===== src/rtl/multi_voice_osc_pkg.sv =====
// Shared constants for the multi-voice tone generator: mode encodings,
// LFSR seed and taps, envelope ceiling, and the LFSR step function.
package multi_voice_osc_pkg;

  typedef logic [1:0] mode_t;

  localparam mode_t MODE_OFF    = 2'b00;
  localparam mode_t MODE_SQUARE = 2'b01;
  localparam mode_t MODE_NOISE  = 2'b10;

  localparam logic [15:0] LFSR_SEED = 16'hACE1;

  // Zero-based bit positions of the 16,14,13,11 feedback taps
  localparam int unsigned LFSR_TAP_A = 15;
  localparam int unsigned LFSR_TAP_B = 13;
  localparam int unsigned LFSR_TAP_C = 12;
  localparam int unsigned LFSR_TAP_D = 10;

  localparam logic [7:0] LEVEL_MAX = 8'd255;

  // Fibonacci step: shift left, feedback enters at bit 0
  function automatic logic [15:0] lfsr_next(input logic [15:0] s);
    return {s[14:0], s[LFSR_TAP_A] ^ s[LFSR_TAP_B] ^ s[LFSR_TAP_C] ^ s[LFSR_TAP_D]};
  endfunction

endpackage


===== src/rtl/multi_voice_osc_voice.sv =====
// One oscillator voice: half-period counter, phase, pending/active config,
// noise LFSR, gated linear envelope and the signed voice sample.
// Ports:
//   clk, reset          clock, async active-low reset
//   wr                  decoded config write for this voice
//   wr_half_period      half-period to load into pending
//   wr_mode             mode to load into pending
//   gate                key-down for this voice
//   tick                shared envelope tick
//   sample_c            combinational signed sample (+/-M or 0)
module osc_voice
  import multi_voice_osc_pkg::*;
#(
  parameter int unsigned PERIOD_W  = 20,
  parameter int unsigned OUT_W     = 32,
  parameter int unsigned AMPLITUDE = 10_000_000,
  parameter int unsigned VOICE_IDX = 0
) (
  input  logic                    clk,
  input  logic                    reset,
  input  logic                    wr,
  input  logic [PERIOD_W-1:0]     wr_half_period,
  input  logic [1:0]              wr_mode,
  input  logic                    gate,
  input  logic                    tick,
  output logic signed [OUT_W-1:0] sample_c
);

  localparam int unsigned PROD_W = OUT_W + 8;
  localparam logic [15:0] SEED   = LFSR_SEED + 16'(VOICE_IDX);

  logic [PERIOD_W-1:0] count;
  logic [PERIOD_W-1:0] half_period;
  logic [PERIOD_W-1:0] pend_half_period;
  mode_t               mode;
  mode_t               pend_mode;
  logic                phase;
  logic [7:0]          level;
  logic [15:0]         lfsr;

  logic                wrap_c;
  logic                idle_c;
  logic [PROD_W-1:0]   prod_c;
  logic [OUT_W-1:0]    mag_c;

  assign wrap_c = (count >= half_period);
  assign idle_c = (level == 8'd0) && !gate;

  // Counter, phase, LFSR, config staging and envelope
  always_ff @(posedge clk or negedge reset) begin
    if (!reset) begin
      count            <= '0;
      phase            <= 1'b0;
      half_period      <= '0;
      pend_half_period <= '0;
      mode             <= MODE_OFF;
      pend_mode        <= MODE_OFF;
      level            <= 8'd0;
      lfsr             <= SEED;
    end else begin
      if (wrap_c) begin
        count <= '0;
        phase <= ~phase;
        lfsr  <= lfsr_next(lfsr);
      end else begin
        count <= count + PERIOD_W'(1);
      end

      // Retune only at a half-period boundary or while silent; the copy
      // takes the pending value from before any write on this same edge.
      if (wrap_c || idle_c) begin
        half_period <= pend_half_period;
        mode        <= pend_mode;
      end

      if (wr) begin
        pend_half_period <= wr_half_period;
        pend_mode        <= wr_mode;
      end

      if (tick) begin
        if (gate) begin
          if (level != LEVEL_MAX) level <= level + 8'd1;
        end else begin
          if (level != 8'd0) level <= level - 8'd1;
        end
      end
    end
  end

  // Magnitude = (AMPLITUDE * level) >> 8
  assign prod_c = PROD_W'(AMPLITUDE) * PROD_W'(level);
  assign mag_c  = OUT_W'(prod_c >> 8);

  // Sign selection; reserved mode is silent like off
  always_comb begin
    sample_c = '0;
    case (mode)
      MODE_SQUARE: sample_c = phase   ? $signed(mag_c) : -$signed(mag_c);
      MODE_NOISE:  sample_c = lfsr[0] ? $signed(mag_c) : -$signed(mag_c);
      default:     sample_c = '0;
    endcase
  end

endmodule


===== src/rtl/multi_voice_osc.sv =====
// Multi-voice tone generator top: envelope prescaler, config decode,
// per-voice oscillators, mixer, symmetric saturation and output register.
// Ports:
//   clk, reset          clock, async active-low reset
//   cfg_we              one-cycle config write strobe
//   cfg_voice           target voice (out-of-range values ignored)
//   cfg_half_period     half-period H (phase toggles every H+1 cycles)
//   cfg_mode            00 off, 01 square, 10 noise, 11 off
//   gate                per-voice key-down
//   out                 registered signed mixed sample
module multi_voice_osc
  import multi_voice_osc_pkg::*;
#(
  parameter  int unsigned NUM_VOICES = 4,
  parameter  int unsigned PERIOD_W   = 20,
  parameter  int unsigned OUT_W      = 32,
  parameter  int unsigned AMPLITUDE  = 10_000_000,
  parameter  int unsigned ENV_DIV    = 1000,
  localparam int unsigned VW         = (NUM_VOICES > 1) ? $clog2(NUM_VOICES) : 1
) (
  input  logic                    clk,
  input  logic                    reset,
  input  logic                    cfg_we,
  input  logic [VW-1:0]           cfg_voice,
  input  logic [PERIOD_W-1:0]     cfg_half_period,
  input  logic [1:0]              cfg_mode,
  input  logic [NUM_VOICES-1:0]   gate,
  output logic signed [OUT_W-1:0] out
);

  localparam int unsigned PS_W = (ENV_DIV > 1) ? $clog2(ENV_DIV) : 1;
  localparam int unsigned SW   = OUT_W + VW + 1;
  localparam logic signed [SW-1:0] POS_LIM = SW'({1'b0, {(OUT_W-1){1'b1}}});
  localparam logic signed [SW-1:0] NEG_LIM = -POS_LIM;

  logic [PS_W-1:0]         presc;
  logic                    tick_c;
  logic signed [OUT_W-1:0] voice_sample_c [NUM_VOICES];
  logic signed [SW-1:0]    psum_c [NUM_VOICES+1];
  logic signed [OUT_W-1:0] sat_c;

  // Shared envelope prescaler
  assign tick_c = (presc == PS_W'(ENV_DIV - 1));

  always_ff @(posedge clk or negedge reset) begin
    if (!reset) presc <= '0;
    else        presc <= tick_c ? '0 : presc + PS_W'(1);
  end

  assign psum_c[0] = '0;

  // Voices with write decode and running-sum mixer
  for (genvar v = 0; v < NUM_VOICES; v++) begin : g_voice
    logic wr_c;
    assign wr_c = cfg_we && (cfg_voice == VW'(v));

    osc_voice #(
      .PERIOD_W  (PERIOD_W),
      .OUT_W     (OUT_W),
      .AMPLITUDE (AMPLITUDE),
      .VOICE_IDX (v)
    ) u_voice (
      .clk            (clk),
      .reset          (reset),
      .wr             (wr_c),
      .wr_half_period (cfg_half_period),
      .wr_mode        (cfg_mode),
      .gate           (gate[v]),
      .tick           (tick_c),
      .sample_c       (voice_sample_c[v])
    );

    assign psum_c[v+1] = psum_c[v] + SW'(voice_sample_c[v]);
  end

  // Symmetric clamp so the most negative code is never produced
  always_comb begin
    sat_c = OUT_W'(psum_c[NUM_VOICES]);
    if (psum_c[NUM_VOICES] > POS_LIM)      sat_c = OUT_W'(POS_LIM);
    else if (psum_c[NUM_VOICES] < NEG_LIM) sat_c = OUT_W'(NEG_LIM);
  end

  always_ff @(posedge clk or negedge reset) begin
    if (!reset) out <= '0;
    else        out <= sat_c;
  end

endmodule


===== config.mk =====
export PLATFORM = sky130hd
export DESIGN_NAME = multi_voice_osc
export DESIGN_NICKNAME = d
export VERILOG_FILES = /design/src/rtl/multi_voice_osc_pkg.sv /design/src/rtl/multi_voice_osc_voice.sv /design/src/rtl/multi_voice_osc.sv
export SDC_FILE = /design/constraint.sdc
export NUM_CORES = 1
export LEC_CHECK = 0
export CORE_MARGIN = 2
export CORE_UTILIZATION = 30
export CTS_CLUSTER_SIZE = 12
export DETAILED_ROUTE_END_ITERATION = 8
export GPL_ROUTABILITY_DRIVEN = 0
export GPL_TIMING_DRIVEN = 0
export HOLD_SLACK_MARGIN = 0.02
export PLACE_DENSITY = 0.45
export SYNTH_ARGS = -nofsm -noshare
export SYNTH_HDL_FRONTEND = slang
export SYNTH_SLANG_ARGS = --single-unit
export TNS_END_PERCENT = 50

===== constraint.sdc =====
create_clock -name clk -period 13.39 [get_ports clk]
set_clock_uncertainty 0.05 [all_clocks]
set_input_delay 2.678 -clock clk [delete_from_list [all_inputs] [get_ports clk]]
set_output_delay 2.678 -clock clk [all_outputs]
set_load 0.1 [all_outputs]

==> metrics.yaml <==
antenna_found_initial: 1
startpoint: "g_voice[1].u_voice.level[6]$_DFFE_PN0P_"
io_buffers: 62
crit_path_max_incr_delay_ns: 0.85
ys_ff_latch: 398
maxSlewViolCount: 0
setup.worst_path.class: "register to register"
final_nets: 4376
pin_count: 63
swShare_pct: 50.4
clockBufferDepth: 3
grt_pass1_vias: 26000
die_y_um: 343
synth_edf_count: 0
grt_use_total_pct: 15.3
cts_resized: 0
drt_wl_total_um: 88800
min_from: "presc[0]$_DFF_PN0_"
placed_cells: 5216
hp-class: "register to register"
yosysTopAreaCellShare_pct: 26.6
ys.flop_type: "dfrtp_1"
relSlewSlack_pct: 27.0
design_area_um2: 38700
setup.worst_path.start_class: "register"
power.internal_w: 0.00465
chipWidth_um: 343
yosysWarnings: 0
netlist_instances: 3638
cts_buffers: 47
min_period_over_period_pct: 82.9
wl_per_cell_um: 16.7
cts_sinks: 398
cts_root_buf: "clkbuf_16"
status: "finished clean"
core_area_um2: 114000
avgSynthCellArea_um2: 9.46
r2r-start: "g_voice[1].u_voice.level[6]$_DFFE_PN0P_"
synth_most_common_cell: "inv_1"
slowest_stage: "o21ai_0"
tritoncts: "done"
clk_latency_ns: 0.65
h-tree-depth: 2
utilization_pct: 33.9
drc_errors: 0
async_flop_share_pct: 100
switchingPower_w: 0.00473
dr.pass1.iters: 6
p_clk_share_pct: 14.7
path_clk_slew_ns: 0.06
areaGrowthSynthToFinish_pct: 12.5
vias: 25300
drive_above_1_share_pct: 11.0
cts_setup_buffers: 0
start_util_pct: 30.2
crit_family: "adder cells"
crit_buf_inv: 8
holdBufCountCts: 0
grt-ovfl-total: 0
p_leak_nw: 18.3
setup_viol: 0
drv_cap: 0
yosysSeqAreaShare_pct: 29.1
synth_fp_nets: 4261
grt_first_pass_wirelength_um: 144000
finalHoldViolCount: 0
fin_hold_ws_ns: 0.410
yosysTopAreaCell: "dfrtp_1"
grt_max_degree: 107
max_freq_mhz: 90.1
stdcell_count: 5305
dieArea_um2: 117000
power_frac_comb_pct: 67.1
synth_commonest_cells: "472 x inv_1, 447 x ha_1, 365 x dfrtp_1, 274 x nor2_1, 237 x mux2_2"
post_drt_via_cell_ratio: 4.77
power_density_nw_per_um2: 242
fin_crit_ns: 11.10
worstPathMaxFanout: 10
rows: 124
worstPathRequired_ns: 13.82
irDropWorstVdd_uv: 263
synth_area_leaders: "dfrtp_1 27%, ha_1 16%, fa_1 8.4%"
placed_cell_area_um2: 37000
worstPathArrival_ns: 11.52
seq_power_share_pct: 18.1
place_hpwl_um: 71100
ys_types: 94
synthesis.area_um2: 34400
worstMarginPinSlew_ns: 1.09
rsz0062_at_grt: "no"
antenna_left: 0
first_iter_violations: 1173
end_kind: "register"
[worst register-to-register path, delay by kind of cell (launching register included)]
family / cells / cell delay, ns
buffers and inverters: 8 / 1.02
AOI/OAI and AO/OA: 14 / 3.46
DFF: 1 / 0.59
adders and majority gates: 8 / 3.55
and+or+nand+nor: 6 / 2.15
xor gates and xnor gates: 1 / 0.15
[cell type report]
type	count	area, µm²
multi-input cells	2677	22300
plain buffers	90	362
clock inverters	20	293
diodes	1	2.50
inverters	473	1780
well taps	1512	1890
flip-flops and latches	398	10000
repair buffers	66	736
fillers	11900	75300
clock buffers	68	1380
[power by group through the flow]
stage / combinational (W) / clock [W] / sequential, W
5_1_grt: 0.00712 / 0.00148 / 0.00174
2_1_floorplan: 0.00432 / 0 / 0.00200
4_1_cts: 0.00636 / 0.00144 / 0.00171
3_3_place_gp: 0.00631 / 0 / 0.00173
6_report: 0.00629 / 0.00138 / 0.00170
3_5_place_dp: 0.00631 / 0 / 0.00173
[metal layers]
layer | share of wire [%] | vias up | global-route usage (%)
li1 | - | 12800 | -
met1 | 49 | 12200 | 21.1
met2 | 46 | 268 | 25.5
met3 | 3.0 | 79 | 1.89
met4 | 2.3 | 0 | 3.75
met5 | 0 | - | 0
[worst paths after layout]
path                            cells after the start  slack [ns]                                      end
worst min-delay path                                1        0.41                       presc[0]$_DFF_PN0_
worst max-delay path                               37        2.29                        out[19]$_DFF_PN0_
min in group asynchronous                           1        1.84  g_voice[2].u_voice.level[5]$_DFFE_PN0P_
worst min register to register                      1        0.41                       presc[0]$_DFF_PN0_
worst max register to register                     37        2.29                        out[19]$_DFF_PN0_
max in group asynchronous                           3       10.12    g_voice[1].u_voice.count[7]$_DFF_PN0_
[cells by family (layout without fill, tap and decap cells)]
| group | after synthesis | count (layout) | synth area share (%) |
|---|---|---|---|
| other | 0 | 1 | 0 |
| xor gates and xnor gates | 221 | 221 | 5.63 |
| AOI/OAI and AO/OA | 716 | 716 | 13.5 |
| DFF | 398 | 398 | 29.1 |
| adders and majority gates | 592 | 592 | 24.7 |
| buffers and inverters | 563 | 717 | 6.21 |
| and+or+nand+nor | 907 | 907 | 13.1 |
| muxes | 241 | 241 | 7.88 |
[placed cells by master (no fill, tap or decap), drive strengths merged, types with 111 or more instances in the layout]
cell / Yosys / routed
clkbuf: 77 / 145
ha: 447 / 447
nor2: 274 / 274
fa: 145 / 145
a21oi: 194 / 194
o21ai: 158 / 158
mux2: 237 / 237
dfrtp: 365 / 365
xnor2: 111 / 111
inv: 472 / 473
nand2: 195 / 195
[stage by stage]
step	worst slack (ns)	total power, W	TNS (ns)
floorplan	3.84	0.00633	0
global placement	-9.64	0.00804	-3595.95
detailed placement	2.01	0.00804	0
CTS	2.06	0.00950	0
global route	1.16	0.0103	0
finish	2.29	0.00938	0
[sequential cells by signal (all words and copies together), names as in the netlist]
name                              flops
out                                  32
presc                                10
g_voice.u_voice.mode                  8
g_voice.u_voice.pend_half_period     80
g_voice.u_voice.half_period          80
g_voice.u_voice.count                80
g_voice.u_voice.pend_mode             8
g_voice.u_voice.level                32
g_voice.u_voice.phase                 4
g_voice.u_voice.lfsr                 64
(Power assumes the default switching activity.)
